--- src/rtl/lsu_store_buffer.sv ---
// lsu_store_buffer: store FIFO plus load/store arbiter in front of a single-port data memory
// Ports: i_clk, i_reset (sync, active-low); store request i_st_* / o_st_ready;
//   load request i_ld_* / o_ld_stall; memory port o_mem_*; o_empty (fence); o_misalign_err.
// Optional macro LSU_MISALIGN_EN: enqueue word-crossing stores instead of rejecting them.
module lsu_store_buffer #(
  parameter int DEPTH = 4,
  parameter int AW = 16
) (
  input  logic          i_clk,
  input  logic          i_reset,
  input  logic          i_st_valid,
  input  logic [2:0]    i_st_func3,
  input  logic [AW-1:0] i_st_addr,
  input  logic [31:0]   i_st_wdata,
  output logic          o_st_ready,
  input  logic          i_ld_valid,
  input  logic [2:0]    i_ld_func3,
  input  logic [AW-1:0] i_ld_addr,
  output logic          o_ld_stall,
  output logic          o_mem_wren,
  output logic [2:0]    o_mem_func3,
  output logic [AW-1:0] o_mem_addr,
  output logic [31:0]   o_mem_wdata,
  output logic [3:0]    o_mem_bmask_align,
  output logic [3:0]    o_mem_bmask_misalign,
  output logic          o_empty,
  output logic          o_misalign_err
);
  localparam int PW = $clog2(DEPTH);
  localparam int WW = AW - 2;
`ifdef LSU_MISALIGN_EN
  localparam bit MIS_EN = 1'b1;
`else
  localparam bit MIS_EN = 1'b0;
`endif
  logic [AW-1:0]    q_addr  [DEPTH];
  logic [31:0]      q_wdata [DEPTH];
  logic [2:0]       q_func3 [DEPTH];
  logic [3:0]       q_align [DEPTH];
  logic [3:0]       q_mis   [DEPTH];
  logic [DEPTH-1:0] q_vld;
  logic [DEPTH-1:0] ent_hit;
  logic [PW-1:0]    head, tail;
  logic [PW:0]      count;
  logic [7:0]       st_span;
  logic [2:0]       ld_last;
  logic [WW-1:0]    ld_word, ld_word1;
  logic             ready, st_legal, st_cross, enq, hit, ld_cross, drain, misalign_q;
  // byte lanes covered by an access of 1/2/4 bytes, shifted by offset into a two-word window
  function automatic logic [7:0] span(input logic [1:0] sz, input logic [1:0] off);
    logic [3:0] m;
    m = sz == 2'd0 ? 4'b0001 : sz == 2'd1 ? 4'b0011 : 4'b1111;
    return {4'b0000, m} << off;
  endfunction
  assign st_span  = span(i_st_func3[1:0], i_st_addr[1:0]);
  assign st_legal = !i_st_func3[2] && i_st_func3[1:0] != 2'b11;
  assign st_cross = |st_span[7:4];
  assign ready    = count != DEPTH[PW:0];
  assign enq      = i_reset && i_st_valid && ready && st_legal && (MIS_EN || !st_cross);
  assign ld_last  = i_ld_func3[1:0] == 2'd0 ? 3'd0 : i_ld_func3[1:0] == 2'd1 ? 3'd1 : 3'd3;
  assign ld_cross = ({1'b0, i_ld_addr[1:0]} + ld_last) > 3'd3;
  assign ld_word  = i_ld_addr[AW-1:2];
  assign ld_word1 = ld_word + WW'(1);
  for (genvar i = 0; i < DEPTH; i++) begin : g_hit
    logic [WW-1:0] w, w1;
    assign w  = q_addr[i][AW-1:2];
    assign w1 = w + WW'(1);
    assign ent_hit[i] = q_vld[i] && (w == ld_word || (ld_cross && w == ld_word1) ||
                        (|q_mis[i] && w1 == ld_word));
  end
  assign hit   = i_ld_valid && |ent_hit;
  // a load that conflicts with a pending store yields the port so the store can drain
  assign drain = i_reset && !(i_ld_valid && !hit) && q_vld[head];
  assign o_st_ready           = !i_reset || ready;
  assign o_empty              = !i_reset || count == '0;
  assign o_ld_stall           = i_reset && hit;
  assign o_mem_wren           = drain;
  assign o_mem_addr           = drain ? q_addr[head] : i_ld_addr;
  assign o_mem_func3          = drain ? q_func3[head] : i_ld_func3;
  assign o_mem_wdata          = drain ? q_wdata[head] : 32'd0;
  assign o_mem_bmask_align    = drain ? q_align[head] : 4'd0;
  assign o_mem_bmask_misalign = drain ? q_mis[head] : 4'd0;
  assign o_misalign_err       = i_reset && misalign_q;
  always_ff @(posedge i_clk) begin
    if (!i_reset) begin
      head       <= '0;
      tail       <= '0;
      count      <= '0;
      q_vld      <= '0;
      misalign_q <= 1'b0;
    end else begin
      if (enq) begin
        q_vld[tail] <= 1'b1;
        tail        <= tail + PW'(1);
      end
      if (drain) begin
        q_vld[head] <= 1'b0;
        head        <= head + PW'(1);
      end
      count      <= count + {{PW{1'b0}}, enq} - {{PW{1'b0}}, drain};
      misalign_q <= !MIS_EN && i_st_valid && ready && st_legal && st_cross;
    end
  end
  always_ff @(posedge i_clk) begin
    if (enq) begin
      q_addr[tail]  <= i_st_addr;
      q_wdata[tail] <= i_st_wdata;
      q_func3[tail] <= i_st_func3;
      q_align[tail] <= st_span[3:0];
      q_mis[tail]   <= st_span[7:4] & {4{MIS_EN}};
    end
  end
endmodule

--- config.mk ---
export PLATFORM = sky130hd
export DESIGN_NAME = lsu_store_buffer
export DESIGN_NICKNAME = d
export VERILOG_FILES = /design/src/rtl/lsu_store_buffer.sv
export SDC_FILE = /design/constraint.sdc
export NUM_CORES = 1
export LEC_CHECK = 0
export BUFFER_PORTS_ARGS = -buffer_cell sky130_fd_sc_hd__buf_4
export CORE_MARGIN = 3
export CORE_UTILIZATION = 45
export DETAILED_ROUTE_END_ITERATION = 10
export MAX_ROUTING_LAYER = met4
export PLACE_DENSITY_LB_ADDON = 0.12
export SLEW_MARGIN = 0
export SYNTH_ARGS = -nofsm -noshare
export SYNTH_HDL_FRONTEND = slang
export SYNTH_SLANG_ARGS = --single-unit
--- constraint.sdc ---
create_clock -name i_clk -period 4 [get_ports i_clk]
set_input_delay 0.8 -clock i_clk [delete_from_list [all_inputs] [get_ports i_clk]]
set_output_delay 0.8 -clock i_clk [all_outputs]
set_load 0.05 [all_outputs]
## Word-level counts from Yosys, hierarchy flattened

Memories as Yosys holds them, arrays and structs flattened. A register that Yosys moved wholly into a read port is not among the register bits.
Cells that the tools add are included.

- Memories: 4
- RAM bits: 220
- Output and inout bits: 64
- Register bits: 12

Memories:

| name | depth | bits a word | read ports | clocked after Yosys merged registers in | write ports | RTL line | RTL |
|---|---|---|---|---|---|---|---|
| q_wdata | 4 | 32 | 1 | 1 | 1 | 37 | `logic [31:0] q_wdata [DEPTH];` |
| q_addr | 4 | 16 | 5 | 1 | 1 | 36 | `logic [AW-1:0] q_addr [DEPTH];` |
| q_align | 4 | 4 | 1 | 1 | 1 | 39 | `logic [3:0] q_align [DEPTH];` |
| q_func3 | 4 | 3 | 1 | 1 | 1 | 38 | `logic [2:0] q_func3 [DEPTH];` |

- Bitwise logic cells: 3
- Order comparisons: 5
- Equality and inequality tests: 16
- Reductions and logical operators: 52
- Add/subtract/negate cells: 10
- Mux-type cells: 28
- Shift-type cells: 1

Operators with widths:

| cell | number |
|---|---|
| 14-bit == test | 12 |
| 14-bit by 1-bit adder with 14-bit output (second input constant) | 5 |
| 32-bit 2-to-1 mux | 1 |
| 1-bit logical AND | 28 |
| 4-bit 2-to-1 mux | 7 |
| 2-bit 2-to-1 mux | 10 |
| 16-bit 2-to-1 mux | 1 |
| 4-bit OR reduction (first input constant) | 4 |
| 1-bit logical OR | 10 |
| 4-bit OR reduction | 2 |
| 4-bit by 2-bit << shifter with 8-bit output | 1 |
| 2-bit by 3-bit less-than comparator with 1-bit output (second input constant) | 2 |
| 1-bit zero test | 5 |
| 1-bit 2-to-1 mux | 5 |
| 2-bit by 1-bit adder with 2-bit output (second input constant) | 2 |
| 4-bit bitwise AND | 1 |
| 1-bit demux with 2-bit select | 2 |
| 2-bit by 1-bit == test with 1-bit output (second input constant) | 2 |
| 2-bit by 1-bit >= comparator with 1-bit output (second input constant) | 2 |
| 2-bit zero test | 2 |
| 4-bit inverter | 1 |
| 4-bit OR | 1 |
| 2-bit by 2-bit adder with 3-bit output | 1 |
| 3-bit by 1-bit adder with 3-bit output | 1 |
| other kinds (7) | 7 |

## Logic depth before layout (Yosys ltp)

Gate-level depths: netlist (run 1).

- Depth in word-level cells: 18
- Gate-level depth with buffers: 17

## Least setup slack after synthesis (run 1)

Ideal clock, no wire load.

- Kind: input to register
- From: input port i_ld_addr[12]
- To: register count[2]
- Required time: 3.885 ns
- Stages on the path: 16
- Arrival: 4.504 ns
- Buffers on the path: 2
- Setup time: 0.115 ns
- Setup slack: -0.619 ns
- Path through: clkbuf_1 nand4_1 nor3_2 mux2_2 a2111oi_2 nand4_1 o2111a_2 a41oi_2 clkbuf_1 ha_1 inv_1 ha_1 fa_1 xor2_1 xnor2_1 and2_1

- Word-level cells in the longest chain between the ends: 14
- Elaborated cells between the ends (all ways): 41

Ends and longest elaborated chain:

| what | RTL line | RTL |
|---|---|---|
| start, declared | 18 | `input logic [AW-1:0] i_ld_addr,` |
| 14-bit by 1-bit adder with 14-bit output | 63 | `assign ld_word1 = ld_word + WW'(1);` |
| 14-bit == test | 68 | `assign ent_hit[i] = q_vld[i] && (w == ld_word \|\| (ld_cross && w == ld_word1) \|\|` |
| 1-bit logical AND | 68 |  |
| 1-bit logical OR (2 in a row) | 68 |  |
| 1-bit logical AND | 68 |  |
| 4-bit OR reduction (*) | 71 | `assign hit = i_ld_valid && \|ent_hit;` |
| 1-bit logical AND (*) | 71 |  |
| 1-bit zero test (*) | 73 | `assign drain = i_reset && !(i_ld_valid && !hit) && q_vld[head];` |
| 1-bit logical AND (*) | 73 |  |
| 1-bit zero test (*) | 73 |  |
| 1-bit logical AND (*) (2 in a row) | 73 |  |
| named net o_mem_wren | 20 | `output logic o_mem_wren,` |
| 3-bit by 1-bit subtractor with 3-bit output (*) | 100 | `count <= count + {{PW{1'b0}}, enq} - {{PW{1'b0}}, drain};` |
| end signal, assigned | 100 |  |
| end, declared | 44 | `logic [PW:0] count;` |

The timed path passes the listed nets; every way through them passes the cells marked *.
A chain may end at the register's enable or synchronous reset.

## Worst setup path in the final report (run 1)

- From: input port i_ld_addr[6]
- To: output port o_mem_func3[2]

- Word-level cells in the longest chain between the ends: 14
- Elaborated cells between the ends (all ways): 41

Ends and longest elaborated chain:

| what | RTL line | RTL |
|---|---|---|
| 14-bit by 1-bit adder with 14-bit output | 63 |  |
| 14-bit == test | 68 |  |
| 1-bit logical AND | 68 |  |
| 1-bit logical OR (2 in a row) | 68 |  |
| 1-bit logical AND | 68 |  |
| 4-bit OR reduction (*) | 71 |  |
| 1-bit logical AND (*) | 71 |  |
| 1-bit zero test (*) | 73 |  |
| 1-bit logical AND (*) | 73 |  |
| 1-bit zero test (*) | 73 |  |
| 1-bit logical AND (*) (2 in a row) | 73 |  |
| 3-bit 2-to-1 mux (*) | 79 | `assign o_mem_func3 = drain ? q_func3[head] : i_ld_func3;` |
| end, declared | 21 | `output logic [2:0] o_mem_func3,` |

Every way passes the cells marked *; elsewhere a longest branch is shown, timed or not.

==> summary.md, run 1 <==
| Metric | Value |
|---|---|
| Slew @ Worst Pin | `0.696 ns` |
| Synth warn | `0` |
| Reg2Reg Depth | `17` |
| Synth Flop Type | `edfxtp_1` |
| Min Tclk post-route | `4.36 ns` |
| Vias in the first global route | `8209` |
| Die Height | `166 um` |
| HPWL Detailed | `22300 um` |
| Endpoints failing setup | `56` |
| Share of cells above drive strength 1 | `0.467` |
| Slowest stage delay, CP | `0.38 ns` |
| Via count | `7589` |
| Remaining global-route overflow | `0` |
| Finished Core Util | `0.626` |
| Routability cong. | `0.938` |
| Die area | `27400 um2` |
| EDFF count, synth | `220` |
| First-pass GRT wire length | `48000 um` |
| Clk buf depth | `3` |
| Relative slew slack | `0.533` |
| Power per Cell Area | `351 nW/um2` |
| Slowest CP cell | `xnor2_1` |
| Worst-skew pair later-pin latency | `0.54 ns` |
| Final worst slack | `-0.361 ns` |
| Asr flop ratio synth | `0` |
| Crit path buffers/inverters | `5` |
| Critical path origin | `i_ld_addr[6]` |
| Worst-path clk slew | `0.06 ns` |
| Worst setup path class | `in2out` |
| ANT cells | `0` |
| Hold endpoint | `q_wdata[0][29]` |
| Storage cell area | `6890 um2` |
| Skew final | `0.0129 ns` |
| Tcrit/Tclk final | `1.09` |
| Synth Area per Inst | `15.3 um2` |
| Initial DRT Pass Iterations | `5` |
| Most common cell after layout, fill and taps aside | `edfxtp_1` |
| CP delay by family, top | `buffers and inverters` |
| Total CTS buffers | `24` |
| # rows | `57` |
| Synth Register Bits | `234` |
| Placement Setup Slack | `-0.618 ns` |
| Hold_sp | `i_st_wdata[29]` |
| Status | `finished with violations` |
| Post-CTS Hold Buffers | `0` |
| Worst flop-to-flop path startpoint | `q_addr[1][6]` |
| IO Pins | `138` |
| CP cell instances | `buf_4 -> buf_4 -> xnor2_1 -> o221a_2 -> nand4_1 -> nor3_1 -> nand4_1 -> a41oi_4 -> buf_4 -> buf_12 -> mux2_2 -> buf_4` |
| Worst Hold Depth | `1` |
| RR Endpoint | `count[2]` |
| Pin count of the biggest net entering global routing | `49` |
| VDD IR max | `0.000462 V` |
| LEAKAGE | `5.46 nW` |
| Crit-path max FO | `10` |
| CTS tree | `yes` |
| Antenna violations before repair | `0` |
| CP dominant cell by count | `buf_4` |
| Cell Area, Synth | `11500 um2` |
| Iter 0 DRT Violations | `515` |
| Data required time at the worst endpoint | `3.20 ns` |
| Library cells used by synthesis | `72` |
| Total Nets Final | `1104` |
| Final hold slack | `0.462 ns` |
| Commonest non-fill, non-tap cells in the layout | `220 x edfxtp_1, 205 x buf_4, 56 x xnor2_1` |
| Reg2reg setup slack | `0.11 ns` |
| Fill count | `1894` |
| Critical Path Sink Type | `output port` |
| Logic depth of the worst setup path including buffers | `12` |
| Area delta synth->final | `34.8%` |
| Max-cap violations | `0` |
| DRT Wirelength | `31300 um` |
| Die Width | `166 um` |
| DR vias/cell | `5.58` |
| Gr usage total | `0.242` |
| Core ar. | `24700 um2` |
| Pwr Total | `5.42 mW` |
| CTS root buffer | `clkbuf_16` |
| RSZ-0062 raised after global routing | `yes` |
| HP Class | `in2reg` |
| # DRC | `0` |
| Cells after Synth | `749` |
| Hold Vio Cnt, Final | `0` |
| Initial Util | `0.464` |
| Fmax | `229 MHz` |
| Violated checks | `setup timing` |
| Htree depth | `1` |
| Crit start category | `input pin` |
| Sequential-to-total area share from yosys stat | `0.601` |
| CTS sink count | `234` |
| Max Transition Viols Final | `0` |
| Post-route ant nets | `0` |
| IO buf count | `133` |
| Multi-input gate area | `4600 um2` |
| Crit path arrival time | `3.56 ns` |
| DR WL/cell | `23.0 um` |
-- metal layers --
layer  wire [um]  vias up  GRT usage
met2       16100      232      0.409
met1       12300     3865      0.296
met5           0        -          -
met4        1070        0     0.0813
li1            -     3429          -
met3        1800       63     0.0437
-- final cells by class --
cell class,instances,area share
Sequential cell,234,0.446
Timing Repair Buffer,286,0.176
Tap cell,324,0.0263
Clock buffer,29,0.0414
Multi-Input combinational cell,458,0.298
Inverter,13,0.00316
Clock inverter,15,0.00924
-- where the power goes --
part	leakage, nW	internal (mW)	total, mW	switching [mW]
registers	2.09	2.69	2.70	0.0106
logic	2.98	0.254	0.549	0.296
clock network	0.386	1.27	2.17	0.900
total	5.46	4.22	5.42	1.21
-- how the worst max path moves through the flow --
stage / endpoint / slack (ns)
after floorplan: o_mem_addr[10] / 0.01
after CTS: o_mem_func3[2] / -0.30
after global placement: o_mem_addr[15] / -0.61
after global routing: o_mem_func3[2] / -0.46
after detailed placement: o_mem_addr[15] / -0.62
final: o_mem_func3[2] / -0.36
-- registers in the layout, summed over array words and instances, names as in the netlist, named ones only --
register	cells
q_align	16
q_addr	64
misalign_q	1
q_vld	4
q_func3	12
q_wdata	128
count	3
tail	2
head	2
-- stage by stage --
step / TNS (ns) / instance area (um2) / std cells
after global placement: -27.62 / 13800 / 1289
after floorplan: 0 / 11600 / 752
after CTS: -12.58 / 15400 / 1359
final: -16.09 / 15400 / 1359
after global routing: -22.34 / 15400 / 1359
after detailed placement: -28.29 / 13800 / 1289
-- synthesized netlist by cell type (5+ instances only) --
cell type,number,area [um2]
edfxtp_1,220,6610
xnor2_1,58,508
mux4_2,55,1240
and2_1,48,300
xor2_1,33,289
nand2_1,24,90.1
a21oi_1,23,115
nor2_1,22,82.6
clkbuf_1,18,67.6
o21ai_0,16,80.1
nand4_1,15,93.8
dfxtp_1,14,280
inv_1,13,48.8
nor3_1,13,65.1
ha_1,12,150
nand3_1,12,60.1
buf_2,10,50.1
buf_4,10,75.1
mux2_4,10,150
nand2b_1,9,56.3
nor4_1,9,56.3
mux2_2,8,90.1
a31oi_1,6,37.5
mux2i_1,5,50.1
nor3b_1,5,37.5
-- logic make-up after synthesis --
logic type	synth area share
flip-flops	0.601
adder cells (fa/ha/maj)	0.0149
AO/OA/AOI/OAI	0.0465
multiplexers	0.136
AND/OR/NAND/NOR	0.103
buffers and inverters	0.0285
other	0.000327
XOR/XNOR	0.0696
-- repair_timing --
item / 4_1_cts / 5_1_grt
resized for setup: 163 / 14
pin swaps: 22 / 9
hold endpoints to repair: 0 / 0
setup endpoints to repair: 57 / 59
cloned: 2 / 0
buffers inserted: 25 / 4
-- worst register-to-register path, cell delays in order (launching register included) --
cell and delay, ns:
edfxtp_1 0.44, xnor2_1 0.50, nand2_1 0.13, nand4b_1 0.29, nor4_1 0.31, a31oi_1 0.08
o2111a_2 0.20, a41oi_4 0.18, buf_4 0.16, buf_12 0.13, buf_4 0.16, ha_1 0.14
inv_1 0.04, ha_1 0.18, fa_1 0.39, xor2_1 0.16, xnor2_1 0.13, and2_1 0.16
Note: power is estimated with default switching activity, not from simulation.
==> run 2, diff against run 1 <==
- REMOVE_ABC_BUFFERS: not set -> 1
==> run 2 against run 1 <==
- the run still ends with setup timing left
- first-iteration DRC count grew 31%
- power grew 1.0%
- worst setup slack lost 0.052 ns
- flip-flop and latch count is the same
- non-clock buffer count shrank 11
- wire length grew 3.7%
- global-route usage grew 0.22 points
- critical endpoint is now o_mem_addr[2]
==> summary.md, run 2 (same netlist as run 1, synthesis figures left out) <==
| Metric | Value |
|---|---|
| Clk buf depth | `3 (unchanged)` |
| DR WL/cell | `24.0 um (was 23.0 um)` |
| VDD IR max | `0.000429 V (was 0.000462 V)` |
| Reg2reg setup slack | `0.04 ns (was 0.11 ns)` |
| First-pass GRT wire length | `48200 um (was 48000 um)` |
| # DRC | `0 (unchanged)` |
| Crit-path max FO | `13 (was 10)` |
| Final worst slack | `-0.413 ns (was -0.361 ns)` |
| Top reg by flops | `q_wdata (unchanged)` |
| DRT Wirelength | `32400 um (was 31300 um)` |
| Pin count of the biggest net entering global routing | `57 (was 49)` |
| Total CTS buffers | `25 (was 24)` |
| Die Height | `166 um (unchanged)` |
| Largest register FFs | `128 (unchanged)` |
| RR Endpoint | `count[2] (unchanged)` |
| IO Pins | `138 (unchanged)` |
| Int Power | `4.23 mW (was 4.22 mW)` |
| Fmax | `227 MHz (was 229 MHz)` |
| Data required time at the worst endpoint | `3.20 ns (about the same)` |
| Slowest CP cell | `or3b_1 (was xnor2_1)` |
| Hold Vio Cnt, Final | `0 (unchanged)` |
| Crit start category | `input pin (unchanged)` |
| HP Class | `in2reg (unchanged)` |
| Iter 0 DRT Violations | `676 (was 515)` |
| Crit path arrival time | `3.61 ns (was 3.56 ns)` |
| Gr usage total | `0.244 (was 0.242)` |
| CTS sink count | `234 (unchanged)` |
| Area delta synth->final | `36.8% (was 34.8%)` |
| Commonest non-fill, non-tap cells in the layout | `220 x edfxtp_1, 174 x buf_4, 55 x mux4_2 (was 220 x edfxtp_1, 205 x buf_4, 56 x xnor2_1)` |
| Most common cell after layout, fill and taps aside | `edfxtp_1 (unchanged)` |
| RSZ-0062 raised after global routing | `yes (unchanged)` |
| Reg2Reg Depth | `19 (was 17)` |
| DR vias/cell | `5.55 (was 5.58)` |
| Endpoints failing setup | `58 (was 56)` |
| Die area | `27400 um2 (unchanged)` |
| Share of cells above drive strength 1 | `0.478 (was 0.467)` |
| Flop pwr share | `0.494 (was 0.499)` |
| Critical path origin | `i_ld_addr[3] (was i_ld_addr[6])` |
| CTS root buffer | `clkbuf_16 (unchanged)` |
| Sw Share | `0.228 (was 0.222)` |
| Remaining global-route overflow | `0 (unchanged)` |
| Share of total power in combinational logic | `0.103 (was 0.101)` |
| Slew @ Worst Pin | `0.663 ns (was 0.696 ns)` |
| Tcrit/Tclk final | `1.10 (was 1.09)` |
| Initial Util | `0.464 (unchanged)` |
| Top flop regs | `q_wdata: 128 flops, q_addr: 64 flops, q_align: 16 flops (unchanged)` |
| Clk network pwr share | `0.403 (was 0.400)` |
| Post-CTS Hold Buffers | `0 (unchanged)` |
| Worst setup path class | `in2out (unchanged)` |
| Routability cong. | `0.960 (was 0.938)` |
| Violated checks | `setup timing (unchanged)` |
| Status | `finished with violations (unchanged)` |
| Worst-path clk slew | `0.06 ns (about the same)` |
| Worst-skew pair later-pin latency | `0.54 ns (about the same)` |
| Slowest stage delay, CP | `0.38 ns (about the same)` |
| Critical Path Sink Type | `output port (unchanged)` |
| Worst flop-to-flop path startpoint | `q_addr[3][13] (was q_addr[1][6])` |
| Placement Setup Slack | `-0.615 ns (was -0.618 ns)` |
| Max Transition Viols Final | `0 (unchanged)` |
| Pwr Total | `5.48 mW (was 5.42 mW)` |
| Vias in the first global route | `8077 (was 8209)` |
| Antenna violations before repair | `0 (unchanged)` |
| Core ar. | `24700 um2 (unchanged)` |
| LEAKAGE | `5.49 nW (was 5.46 nW)` |
| Total Nets Final | `1094 (was 1104)` |
| Power per Cell Area | `350 nW/um2 (was 351 nW/um2)` |
| IO buf count | `133 (unchanged)` |
| Max-cap violations | `0 (unchanged)` |
| # rows | `57 (unchanged)` |
| Relative slew slack | `0.558 (was 0.533)` |
| Via count | `7489 (was 7589)` |
| CTS tree | `yes (unchanged)` |
| Die Width | `166 um (unchanged)` |
| P_sw | `1.25 mW (was 1.21 mW)` |
| HPWL Detailed | `21900 um (was 22300 um)` |
| Skew final | `0.0117 ns (was 0.0129 ns)` |
| CP dominant cell by count | `buf_8 (was buf_4)` |
| Initial DRT Pass Iterations | `5 (unchanged)` |
| CP cell instances | `buf_8 -> ha_4 -> buf_8 -> or3b_1 -> a21oi_1 -> o32ai_2 -> nor4_4 -> nand4_1 -> o2111a_2 -> a41oi_4 -> buf_6 -> buf_12 -> buf_12 -> mux2_4 -> buf_8 (was buf_4 -> buf_4 -> xnor2_1 -> o221a_2 -> nand4_1 -> nor3_1 -> nand4_1 -> a41oi_4 -> buf_4 -> buf_12 -> mux2_2 -> buf_4)` |
| Min Tclk post-route | `4.41 ns (was 4.36 ns)` |
| Fill count | `1900 (was 1894)` |
| Worst setup path end | `o_mem_addr[2] (was o_mem_func3[2])` |
| Post-route ant nets | `0 (unchanged)` |
| Htree depth | `1 (unchanged)` |
-- run 2: cell count changes in the layout (fill, tap and decap cells not counted), sizes merged --
cell / change
buf: -12
clkbuf: -1
clkinv: -2
clkinvlp: +3
diode: +1
inv: +1
-- run 2: worst min path at each step --
stage	from	cells past startpoint	to
after CTS	i_st_wdata[10]	1	q_wdata[1][10]
after global placement	head[1]	2	flip-flop
after global routing	i_st_wdata[18]	1	q_wdata[2][18]
final	i_st_wdata[10]	1	q_wdata[1][10]
after floorplan	head[1]	2	flip-flop
after detailed placement	head[1]	2	flip-flop
-- run 2: cell type report --
type	instances	area, um2	area share
sequential	234	6890	0.440
multi-input combinational	458	4740	0.303
timing repair buffer	275	2800	0.179
clock buffer	27	633	0.0404
tap	324	405	0.0259
clock inverter	17	150	0.00958
inverter	13	48.8	0.00311
antenna	1	2.50	0.000160
-- run 2: layer usage --
metal / wire length (um) / track usage
met1: 14000 / 0.328
met4: 739 / 0.0707
met5: 0 / -
met3: 1970 / 0.0439
met2: 15800 / 0.384
-- run 2: critical path: cells and delay by family --
kind | cells | cell delay, ns
multiplexers | 1 | 0.31
AO/OA/AOI/OAI | 4 | 0.86
AND/OR/NAND/NOR | 3 | 0.68
buffers and inverters | 6 | 0.77
adder cells (fa/ha/maj) | 1 | 0.17
-- run 2: through the flow --
step	util	hold slack, ns	TNS (ns)	std cells	instance area (um2)
floorplan	-	0.508	-96.56	705	11200
global placement	0.555	0.531	-31.49	1288	13700
detailed placement	0.555	0.582	-29.61	1288	13700
CTS	0.623	0.431	-19.49	1348	15400
global route	0.635	0.444	-23.27	1348	15700
finish	0.635	0.456	-17.74	1349	15700
-- run 2: power groups by stage --
stage,registers [mW],clock network [mW],logic (mW)
6_report,2.70,2.21,0.564
3_3_place_gp,2.76,0,0.492
2_1_floorplan,2.76,0,0.221
4_1_cts,2.70,2.26,0.541
3_5_place_dp,2.76,0,0.496
5_1_grt,2.70,2.36,0.597
-- run 2: what timing repair did --
action | CTS | global route
gates resized for setup | 175 | 79
setup buffers | 13 | 5
gates cloned | 4 | 1
endpoints found under the setup margin | 58 | 59
pin swaps | 16 | 20
